**src/rtl/ysyx_mem_arb.sv**
```systemverilog
// ysyx_mem_arb: arbitrates the fetch (IFU) and load/store (LSU) ports onto a
// single downstream memory port. Only one transaction is in flight at a time.
// The LSU normally wins, but a starvation counter hands the port to a waiting
// IFU after four consecutive LSU grants. A fetch that is flushed while it is
// outstanding still completes downstream, but its response is dropped.
`timescale 1ns/1ps

`ifndef YSYX_W_WIDTH
`define YSYX_W_WIDTH 32
`endif

module ysyx_mem_arb #(
  parameter int BIT_W = `YSYX_W_WIDTH
) (
  input  logic             clk,
  input  logic             rst,
  // fetch port
  input  logic             ifu_avalid,
  input  logic [BIT_W-1:0] ifu_addr,
  output logic             ifu_rvalid_o,
  output logic [BIT_W-1:0] ifu_rdata_o,
  input  logic             ifu_flush,
  // load/store port
  input  logic             lsu_avalid,
  input  logic [BIT_W-1:0] lsu_addr,
  input  logic             lsu_wen,
  input  logic [BIT_W-1:0] lsu_wdata,
  output logic             lsu_rvalid_o,
  output logic             lsu_wready_o,
  output logic [BIT_W-1:0] lsu_rdata_o,
  // downstream memory port
  output logic             mem_req_o,
  output logic             mem_we_o,
  output logic [BIT_W-1:0] mem_addr_o,
  output logic [BIT_W-1:0] mem_wdata_o,
  input  logic             mem_gnt,
  input  logic             mem_rvalid,
  input  logic [BIT_W-1:0] mem_rdata
);

  localparam logic [1:0] IDLE = 2'd0;
  localparam logic [1:0] REQ  = 2'd1;
  localparam logic [1:0] RESP = 2'd2;

  localparam logic [2:0] STARVE_MAX = 3'd4;

  logic [1:0]       state;
  logic             owner_lsu;   // 1: LSU owns the transaction, 0: IFU
  logic             kill;        // outstanding fetch has been flushed
  logic [2:0]       starve_cnt;  // LSU grants won while the IFU was waiting
  logic [BIT_W-1:0] addr_q;
  logic [BIT_W-1:0] wdata_q;
  logic             wen_q;

  logic any_req;
  logic ifu_win;
  logic resp_fire;
  logic ifu_owned_flush;

  // Grant decision in IDLE: LSU first unless the IFU has been starved too long.
  always_comb begin
    any_req         = ifu_avalid | lsu_avalid;
    ifu_win         = ifu_avalid & (~lsu_avalid | (starve_cnt == STARVE_MAX));
    resp_fire       = (state == RESP) & mem_rvalid;
    ifu_owned_flush = ifu_flush & ~owner_lsu;
  end

  // Control FSM, ownership, kill flag and starvation counter.
  always_ff @(posedge clk) begin
    if (rst) begin
      state      <= IDLE;
      owner_lsu  <= 1'b0;
      kill       <= 1'b0;
      starve_cnt <= 3'd0;
    end else begin
      case (state)
        IDLE: begin
          kill <= 1'b0;
          if (any_req) begin
            state     <= REQ;
            owner_lsu <= ~ifu_win;
            if (ifu_win) begin
              starve_cnt <= 3'd0;
            end else if (ifu_avalid && (starve_cnt != STARVE_MAX)) begin
              starve_cnt <= starve_cnt + 3'd1;
            end
          end
        end
        REQ: begin
          if (ifu_owned_flush) begin
            kill <= 1'b1;
          end
          if (mem_gnt) begin
            state <= RESP;
          end
        end
        RESP: begin
          if (mem_rvalid) begin
            state <= IDLE;
            kill  <= 1'b0;
          end else if (ifu_owned_flush) begin
            kill <= 1'b1;
          end
        end
        default: begin
          state <= IDLE;
          kill  <= 1'b0;
        end
      endcase
    end
  end

  // Command fields are captured once at grant so requester changes later on
  // cannot disturb the transaction in flight; they need no reset because they
  // are only observed while a granted transaction is active.
  always_ff @(posedge clk) begin
    if ((state == IDLE) && any_req) begin
      addr_q  <= ifu_win ? ifu_addr : lsu_addr;
      wen_q   <= ifu_win ? 1'b0 : lsu_wen;
      wdata_q <= lsu_wdata;
    end
  end

  // Downstream command and same-cycle response routing to the owner.
  always_comb begin
    mem_req_o    = (state == REQ);
    mem_we_o     = wen_q;
    mem_addr_o   = addr_q;
    mem_wdata_o  = wdata_q;
    lsu_rvalid_o = resp_fire & owner_lsu & ~wen_q;
    lsu_wready_o = resp_fire & owner_lsu & wen_q;
    ifu_rvalid_o = resp_fire & ~owner_lsu & ~kill & ~ifu_flush;
    lsu_rdata_o  = mem_rdata;
    ifu_rdata_o  = mem_rdata;
  end

endmodule
```
**config.mk**
```make
export PLATFORM = sky130hd
export DESIGN_NAME = ysyx_mem_arb
export DESIGN_NICKNAME = d
export VERILOG_FILES = /design/src/rtl/ysyx_mem_arb.sv
export SDC_FILE = /design/constraint.sdc
export NUM_CORES = 1
export LEC_CHECK = 0
export ABC_AREA = 1
export BUFFER_PORTS_ARGS = -buffer_cell sky130_fd_sc_hd__buf_2
export CORE_AREA = 2 2 103 105
export DETAILED_ROUTE_END_ITERATION = 7
export DIE_AREA = 0 0 105 107
export GPL_ROUTABILITY_DRIVEN = 0
export PLACE_DENSITY = 0.69
export SLEW_MARGIN = 20
export SYNTH_ARGS = -nofsm -noshare
export SYNTH_HDL_FRONTEND = slang
export SYNTH_SLANG_ARGS = --single-unit
```
**constraint.sdc**
```tcl
create_clock -name clk -period 8.05 [get_ports clk]
set_input_delay 0.4025 -clock clk [delete_from_list [all_inputs] [get_ports clk]]
set_output_delay 0.4025 -clock clk [all_outputs]
set_load 0.02 [all_outputs]
```
==> metrics, run 1 <==
post-CTS setup buffer count=0; Worst-Skew Late Latency=between 0.3 and 0.4 ns; full die area=11240 sq um; vias in the first global route=approximately 2.3k; Worst Slack Setup Final=roughly 6 ns; count of hold-fix buffers inserted at cts=0; final wirelength=slightly below 9000 microns; Vias/cell=4.257; Yosys warning count=0; LEAKAGE=1.970 nW; post-synth cell types=19; Max VDD drop=0.0001138 V; crit path DAT=2.12 ns; cell area after layout=a little over 4000 sq um; Num CTS Buffers=9; syn_nets=between 400 and 500; CTS Sinks=between 70 and 80; ANT cells=0; DP Area=3820 sq um; Max-Cap Viols=0; dpl ws=5.889 ns; worst-path fanout max=49; final hold vios=0; CP Class=reg2reg; RSZ-0062 raised after global routing=false; fin nets=557; Total GRT Usage=roughly 15%; Slew HR=60.52%; Vias=2367; startpoint types=flip-flop; status=finished clean; flops & latches, synth=72; maximum clock rate=approximately 470 MHz; first-pass GRT wire length=12280 microns; CTS Buffer Depth=2; endpoints failing setup=0; crit end category=flip-flop; leading area contributor after synthesis=edfxtp_1; Final Max Tran Viols=0; post-synth top area share=59.09%; Mapped Avg Cell Area=roughly 11 sq um; HPWL Detailed=7078 microns; Die Y=107 microns; fin util=39.95%; Max H-tree Level=3; placed insts=540; Synth-to-Final Area Change=22.05%; DIE WIDTH=around 110 microns; worst slew pin tran=0.5922 ns; I/O Buffers=172; CTS root buffer=clkbuf_8; HP Class=in2reg; initial antenna violation count=0; std cell rows=37; ANT nets after route=0; Post-CTS Resized=0; total grt overflow=0; layout cell share with drive strength beyond 1=45.71%; Initial Util=32.73%; Tcrit/Tclk final=26.69%; WL per Instance=roughly 16 microns; Top-Level Pins=269; Pre-Repair DR Iteration Count=4; largest net degree at the start of global routing=50; Critical Path RT=8.02 ns; CTS tree=built; core area=10090 sq um; PD cells=between 300 and 400 nW/um^2; total negative slack=0 ns; Setup Skew=between 0.007 and 0.008 ns; Final min period=between 2 and 2.5 ns; top cells by area, synth=edfxtp_1 59%, buf_4 15%, nand2_1 12%; fin cells=roughly 560; residual DRC count=0; Seq/Total Area, Yosys=63.33%; initial drt markers=203; Synth Instances=301; clk slew on worst S/H paths=0.07 ns; synthesized area=around 3300 sq um
-- worst max-delay path, cell delays in order, from the launching register on --
cell and delay (ns):
dfxtp_1 0.33, inv_1 0.10, ha_1 0.21, inv_1 0.08
nor2_4 0.43, buf_4 0.60
-- cell usage in the layout, fill, tap and decap left out --
master / Yosys / final
buf_2: 3 / 172
nand2_1: 107 / 107
edfxtp_1: 65 / 65
nor2_1: 17 / 16
inv_1: 14 / 14
clkbuf_8: 0 / 9
dfxtp_1: 7 / 7
ha_1: 6 / 6
nand3_1: 3 / 3
nand2_2: 2 / 2
nor3_1: 2 / 2
o21ai_0: 2 / 2
bufinv_16: 0 / 2
clkinv_1: 0 / 2
nor2_4: 0 / 1
nand2_4: 1 / 1
inv_4: 1 / 1
inv_2: 1 / 1
nand4_1: 1 / 1
a21oi_1: 1 / 1
xor2_1: 1 / 1
clkinv_4: 0 / 1
clkbuf_1: 0 / 1
clkinvlp_4: 0 / 1
buf_4: 64 / 1
-- synthesized netlist by cell type, drive strengths merged --
cell and count:
nor3 2, a21oi 1, nand4 1, nand3 3
xor2 1, o21ai 2, buf 70, nand2 110
ha 6, edfxtp 65, dfxtp 7, nor2 17
inv 16
-- registers in the layout, summed over array words and instances (netlist names) --
signal and cells:
owner_lsu 1, mem_we_o 1, state 2, kill 1, mem_addr_o 32, starve_cnt 3
mem_wdata_o 32
-- layer usage --
| layer | share of wire, % | GRT usage [%] | vias up | wire, microns |
|---|---|---|---|---|
| met5 | 0 | 0 | - | 0 |
| met2 | 53 | 27.32 | 184 | 4679 |
| met3 | 12 | 6.687 | 26 | 1036 |
| met1 | 33 | 14.11 | 1026 | 2911 |
| li1 | - | - | 1131 | - |
| met4 | 2.2 | 5.905 | 0 | 195 |
-- logic make-up (layout without fill, tap and decap cells) --
| logic type | Yosys count | count (layout) | synth area share (%) |
|---|---|---|---|
| simple gates | 133 | 133 | 15.76 |
| buf+inv | 86 | 205 | 17.92 |
| flops | 72 | 72 | 63.33 |
| fa+ha+maj | 6 | 6 | 2.273 |
| compound gates | 3 | 3 | 0.4544 |
| xor+xnor | 1 | 1 | 0.2652 |
-- power breakdown --
group          switching [mW]  internal [mW]  total [mW]
combinational           0.286          0.114       0.399
clock                   0.124          0.173       0.297
sequential             0.0324          0.554       0.587
-- path summary, 6_finish.rpt --
check | from | to | slack [ns] | depth (start not counted)
setup / recovery | state[0] | mem_wdata_o[31] | 5.90 | 5
hold / removal | lsu_wdata[27] | mem_wdata_o[27] | 0.24 | 1
setup reg to reg | state[0] | mem_wdata_o[31] | 5.90 | 5
hold reg to reg | kill | kill | 0.50 | 2
-- area by class of cell --
type | count | area [sq um]
fill | 971 | 6061
sequential | 72 | 2092
timing repair buffer | 173 | 868.3
multi-input combinational | 143 | 626.9
tap | 136 | 170.2
clock buffer | 10 | 127.6
clock inverter | 6 | 83.83
inverter | 16 | 62.56
-- through the flow --
step	power, mW	hold WS, ns
final	1.283	0.2373
after global routing	1.345	0.2101
after CTS	1.299	0.2097
after detailed placement	0.9979	0.4877
after global placement	0.9877	0.4658
after floorplan	0.8924	0.4528
Note: power is estimated with default switching activity, not from simulation.
==> run 2: changes to the inputs <==
- CORE_AREA: 2 2 103 105 -> 2 2 104 106
- DIE_AREA: 0 0 105 107 -> 0 0 106 108
- PLACE_DENSITY: 0.69 -> 0.71
- clock period: 8.05 -> 1.8 ns (I/O delays scaled with it)
==> run 2 against run 1 <==
Core utilization is 3.9 points higher. Hold slack worse by 0.22 ns. Highest routed layer unchanged. Clock power rose to 3.5 times the previous value.
==> metrics, run 2 (same netlist as run 1, synthesis figures left out) <==
first-pass GRT wire length=roughly 14000 microns; crit path DAT=1.75 ns; fin nets=606; CTS tree=built; CP Class=reg2reg; largest net degree at the start of global routing=67; Setup Skew=0.009224 ns; CP dominant cell by count=nand2_1; total negative slack=0 ns; hold path depth=3; initial drt markers=176; residual DRC count=0; ANT nets after route=0; commonest non-fill, non-tap cell in the layout=buf_2; Final min period=1.542 ns; LEAKAGE=2.149 nW; WL per Instance=approximately 16 microns; Top-Level Pins=about 270; Worst path slowest cell=dfxtp_1; core area=10230 sq um; full die area=around 11000 sq um; final hold vios=0; Worst R2R Setup Slack=around 0.26 ns; endpoints failing setup=0; Num CTS Buffers=9; startpoint types=flip-flop; Critical Path RT=2.01 ns; CTS Buffer Depth=2; crit end category=flip-flop; Die Y=108 microns; reg2reg end=mem_addr_o[0]; Worst Hold End=mem_addr_o[24]; total grt overflow=0; worst slew pin tran=0.3718 ns; Total GRT Usage=16.51%; final wirelength=9944 microns; clk slew on worst S/H paths=0.07 ns; std cell rows=37; DIE WIDTH=106 microns; RSZ-0062 raised after global routing=false; CTS Sinks=72; Vias/cell=4.330; Max H-tree Level=3; I/O Buffers=172; Worst-Skew Late Latency=0.34 ns; fin util=43.84%; CTS root buffer=clkbuf_8; maximum clock rate=648.3 MHz; HP Class=in2reg; Synth-to-Final Area Change=35.80%; Crit path largest cell delay=0.37 ns; worst-path fanout max=32; R2R cell count=8; status=finished clean; Max VDD drop=0.0006771 V; PD cells=1254 nW/um^2; Tcrit/Tclk final=85.69%; commonest non-fill, non-tap cells in the layout=172 x buf_2, 107 x nand2_1, 65 x edfxtp_1, 48 x dlygate4sd3_1, 16 x nor2_1; vias in the first global route=2609; initial antenna violation count=0; Final Max Tran Viols=0; layout cell share with drive strength beyond 1=42.18%; Total Power=5.625 mW; dpl ws=0.2677 ns; Max-Cap Viols=0; HPWL Detailed=around 7200 microns; reg-to-reg startpoint=starve_cnt[0]; Pre-Repair DR Iteration Count=4; worst hold start=ifu_addr[24]; Initial Util=between 30% and 40%; Slew HR=~75%; Worst Slack Setup Final=0.2576 ns; CP Cell Sequence=inv_1, ha_1, nand2_1, nand2_2, nand2_4, buf_4, nand2_1, nand2_1; Vias=2611; ANT cells=0
[run 2: cell count changes in the layout (fill, tap and decap cells not counted), sizes merged]
cell         delta
bufinv          -2
clkinv          -1
clkinvlp        +1
dlygate4sd3    +48
buf             +1
[run 2: layer usage]
layer / global-route usage (%) / wire length, microns / vias to the layer above
met4: 8.835 / 336 / 0
met1: 15.20 / 3232 / 1175
met5: 0 / 0 / -
li1: - / - / 1229
met3: 6.570 / 1059 / 38
met2: 31.15 / 5315 / 169
[run 2: worst max-delay path: cells and delay by family (launching register included)]
kind	cells	cell delay (ns)
adder cells (fa/ha/maj)	1	0.20
buffers and inverters	2	0.40
flip-flops	1	0.37
AND/OR/NAND/NOR	5	0.43
[run 2: layout make-up]
type                    instances  area, sq um
clock inverters                 4        23.77
fillers                       936         5746
multi-input cells             143        639.4
repair buffers                222         1369
clock buffers                  10        127.6
inverters                      16        62.56
flip-flops and latches         72         2093
well taps                     136        170.2
[run 2: what timing repair did]
action                                 4_1_cts  5_1_grt
hold buffers                                48        0
resized for setup                            0        0
setup buffers                                0        0
endpoints found under the hold margin       44        0
[run 2: worst max path at each step]
stage,from,end,slack (ns),cells past startpoint
6_report,starve_cnt[0],mem_addr_o[0],0.26,8
5_1_grt,starve_cnt[0],mem_addr_o[10],0.14,8
4_1_cts,starve_cnt[0],mem_addr_o[0],0.25,8
3_5_place_dp,starve_cnt[0],mem_addr_o[0],0.27,8
3_3_place_gp,starve_cnt[0],mem_addr_o[14],0.38,8
2_1_floorplan,state[1],mem_addr_o[0],-0.15,4
[run 2: through the flow]
step	std cells	hold slack (ns)	area (sq um)
4_1_cts	603	0.00002212	4486
3_5_place_dp	541	0.1803	3854
6_report	603	0.01791	4486
5_1_grt	603	0.01273	4486
3_3_place_gp	541	0.1803	3854
2_1_floorplan	301	0.1889	3324
[run 2: where the power goes]
group	total (mW)	internal [mW]	switching, mW
combinational	1.95	0.629	1.32
sequential	2.63	2.48	0.156
clock	1.04	0.477	0.563
==> run 3: changes to the inputs <==
- CELL_PAD_IN_SITES_DETAIL_PLACEMENT: not set -> 0
- CELL_PAD_IN_SITES_GLOBAL_PLACEMENT: not set -> 1
- CORE_AREA: 2 2 104 106 -> not set
- CORE_MARGIN: not set -> 2
- CORE_UTILIZATION: not set -> 25
- DIE_AREA: 0 0 106 108 -> not set
- PLACE_DENSITY: 0.71 -> not set
- PLACE_DENSITY_LB_ADDON: not set -> 0.1
- clock period: 1.8 -> 1.3 ns (I/O delays scaled with it)
==> run 3 against run 2 <==
The run now ends with setup timing left. Global-route usage fell by 2.8 points. Combinational power rose by 81%. Clock-buffer cell count unchanged. Setup slack worse by 0.30 ns. Non-clock buffer count is 59 higher. Register-to-register slack worse by 0.30 ns. Wire length fell by 2.0%. Maximum frequency up 15%. Sequential cell count stayed put. Largest cell class unchanged. Sequential share of layout area shrank 9.3 points.
==> metrics, run 3 (same netlist as run 1, synthesis figures left out) <==
CTS root buffer=clkbuf_16; commonest non-fill, non-tap cells in the layout=168 x buf_2, 87 x dlygate4sd3_1, 76 x nand2_1, 65 x edfxtp_1, 30 x nand2_2; Worst-Skew Late Latency=0.34 ns; Synth-to-Final Area Change=69.81%; core area=12770 sq um; Final min period=1.344 ns; hold path depth=3; final wirelength=9750 microns; failing checks=setup timing; CTS tree=built; ANT cells=0; Initial Util=between 20% and 30%; CP Class=reg2reg; Critical Path RT=1.34 ns; worst-path fanout max=21; area of the multi-input gates=807.0 sq um; Pre-Repair DR Iteration Count=4; sequential power share=approximately 36%; first-pass GRT wire length=14610 microns; I/O Buffers=172; residual DRC count=0; reg2reg end=mem_wdata_o[13]; hold_ws=0.007714 ns; std cell rows=41; Num CTS Buffers=9; Vias=2774; status=complete, but fails checks; full die area=about 14000 sq um; worst hold start=ifu_addr[28]; DP Area=roughly 4000 sq um; largest net degree at the start of global routing=44; commonest non-fill, non-tap cell in the layout=buf_2; reg-to-reg startpoint=state[0]; R2R cell count=6; crit path DAT=1.39 ns; Max H-tree Level=3; endpoints failing setup=between 40 and 50; placed insts=585; LEAKAGE=around 2.6 nW; worst slew pin tran=0.2488 ns; Worst R2R Setup Slack=-0.04 ns; Setup Skew=0.006505 ns; CTS Buffer Depth=2; WL per Instance=13.93 microns; RSZ-0062 raised after global routing=true; Storage cell area=~2100 sq um; Vias/cell=3.963; Die Y=between 100 and 150 microns; Tcrit/Tclk final=103.4%; cell area after layout=between 5000 and 6000 sq um; combinational share of power=between 30% and 40%; final hold vios=0; Worst Hold End=mem_addr_o[28]; total grt overflow=0; vias in the first global route=2854; HP Class=in2reg; Worst Slack Setup Final=-0.04425 ns; layout cell share with drive strength beyond 1=50.00%; Slew HR=83.35%; fin nets=665; Int Power=6.798 mW; crit end category=flip-flop; Total GRT Usage=13.71%; Max VDD drop=0.0007651 V; clk slew on worst S/H paths=0.06 ns; Sw Share=32.31%; Top-Level Pins=269; Max-Cap Viols=0; PD cells=1790 nW/um^2; fin cells=700; CTS Sinks=72; Final Max Tran Viols=0; startpoint types=flip-flop; P_sw=between 3 and 4 mW; DIE WIDTH=118.9 microns; HPWL Detailed=6264 microns; initial drt markers=118; initial antenna violation count=0; Clk pwr share=28.8%; ANT nets after route=0; maximum clock rate=approximately 740 MHz; fill count=1251
## run 3: power groups by stage
stage               clock (mW)  sequential, mW  combinational (mW)
finish                    2.89            3.62                3.53
global route              3.08            3.69                3.83
CTS                       2.97            3.62                3.10
detailed placement           0            3.65                2.75
global placement             0            3.65                2.76
floorplan                    0            4.48                1.04
## run 3: per-layer routing
metal,wire length (microns),track usage [%],share of wire [%]
met2,4695,23.35,48
met3,818,4.693,8.4
met1,3838,14.42,39
met4,398,8.780,4.1
met5,0,0,0
## run 3: timing repair
item / CTS / global route
pin swaps: 3 / 4
hold buffers: 87 / 0
endpoints found under the setup margin: 92 / 82
gates cloned: 2 / 3
resized for setup: 25 / 44
buffers inserted: 3 / 4
endpoints found under the hold margin: 63 / 0
## run 3: layout make-up
type                    count  share of cell area [%]
inverters                  16                   1.249
clock inverters             6                   2.052
flip-flops and latches     72                   37.39
well taps                 172                   3.837
clock buffers              10                   4.082
repair buffers            281                   37.01
multi-input cells         143                   14.39
## run 3: critical path, cell delays in order, from the launching register on
cell       delay (ns)
dfxtp_2          0.33
inv_4            0.08
ha_4             0.14
inv_2            0.04
nor2_4           0.11
buf_12           0.14
clkbuf_16        0.20
## run 3: worst max path at each step
stage	from	end	slack, ns
6_report	state[0]	mem_wdata_o[13]	-0.04
5_1_grt	state[0]	mem_wdata_o[2]	-0.09
4_1_cts	state[1]	ifu_rvalid_o	-0.08
3_5_place_dp	starve_cnt[0]	mem_addr_o[14]	-0.10
3_3_place_gp	starve_cnt[0]	mem_addr_o[14]	-0.07
2_1_floorplan	state[1]	mem_addr_o[0]	-0.65
## run 3: stage by stage
stage / utilization, % / setup TNS (ns) / worst slack, ns / power (mW)
2_1_floorplan: - / -42.58 / -0.6471 / 5.525
3_3_place_gp: 31.29 / -1.569 / -0.07252 / 6.409
3_5_place_dp: 31.29 / -2.455 / -0.1049 / 6.401
4_1_cts: 41.90 / -1.924 / -0.07669 / 9.691
5_1_grt: 43.91 / -5.102 / -0.08568 / 10.60
6_report: 43.91 / -1.114 / -0.04425 / 10.04
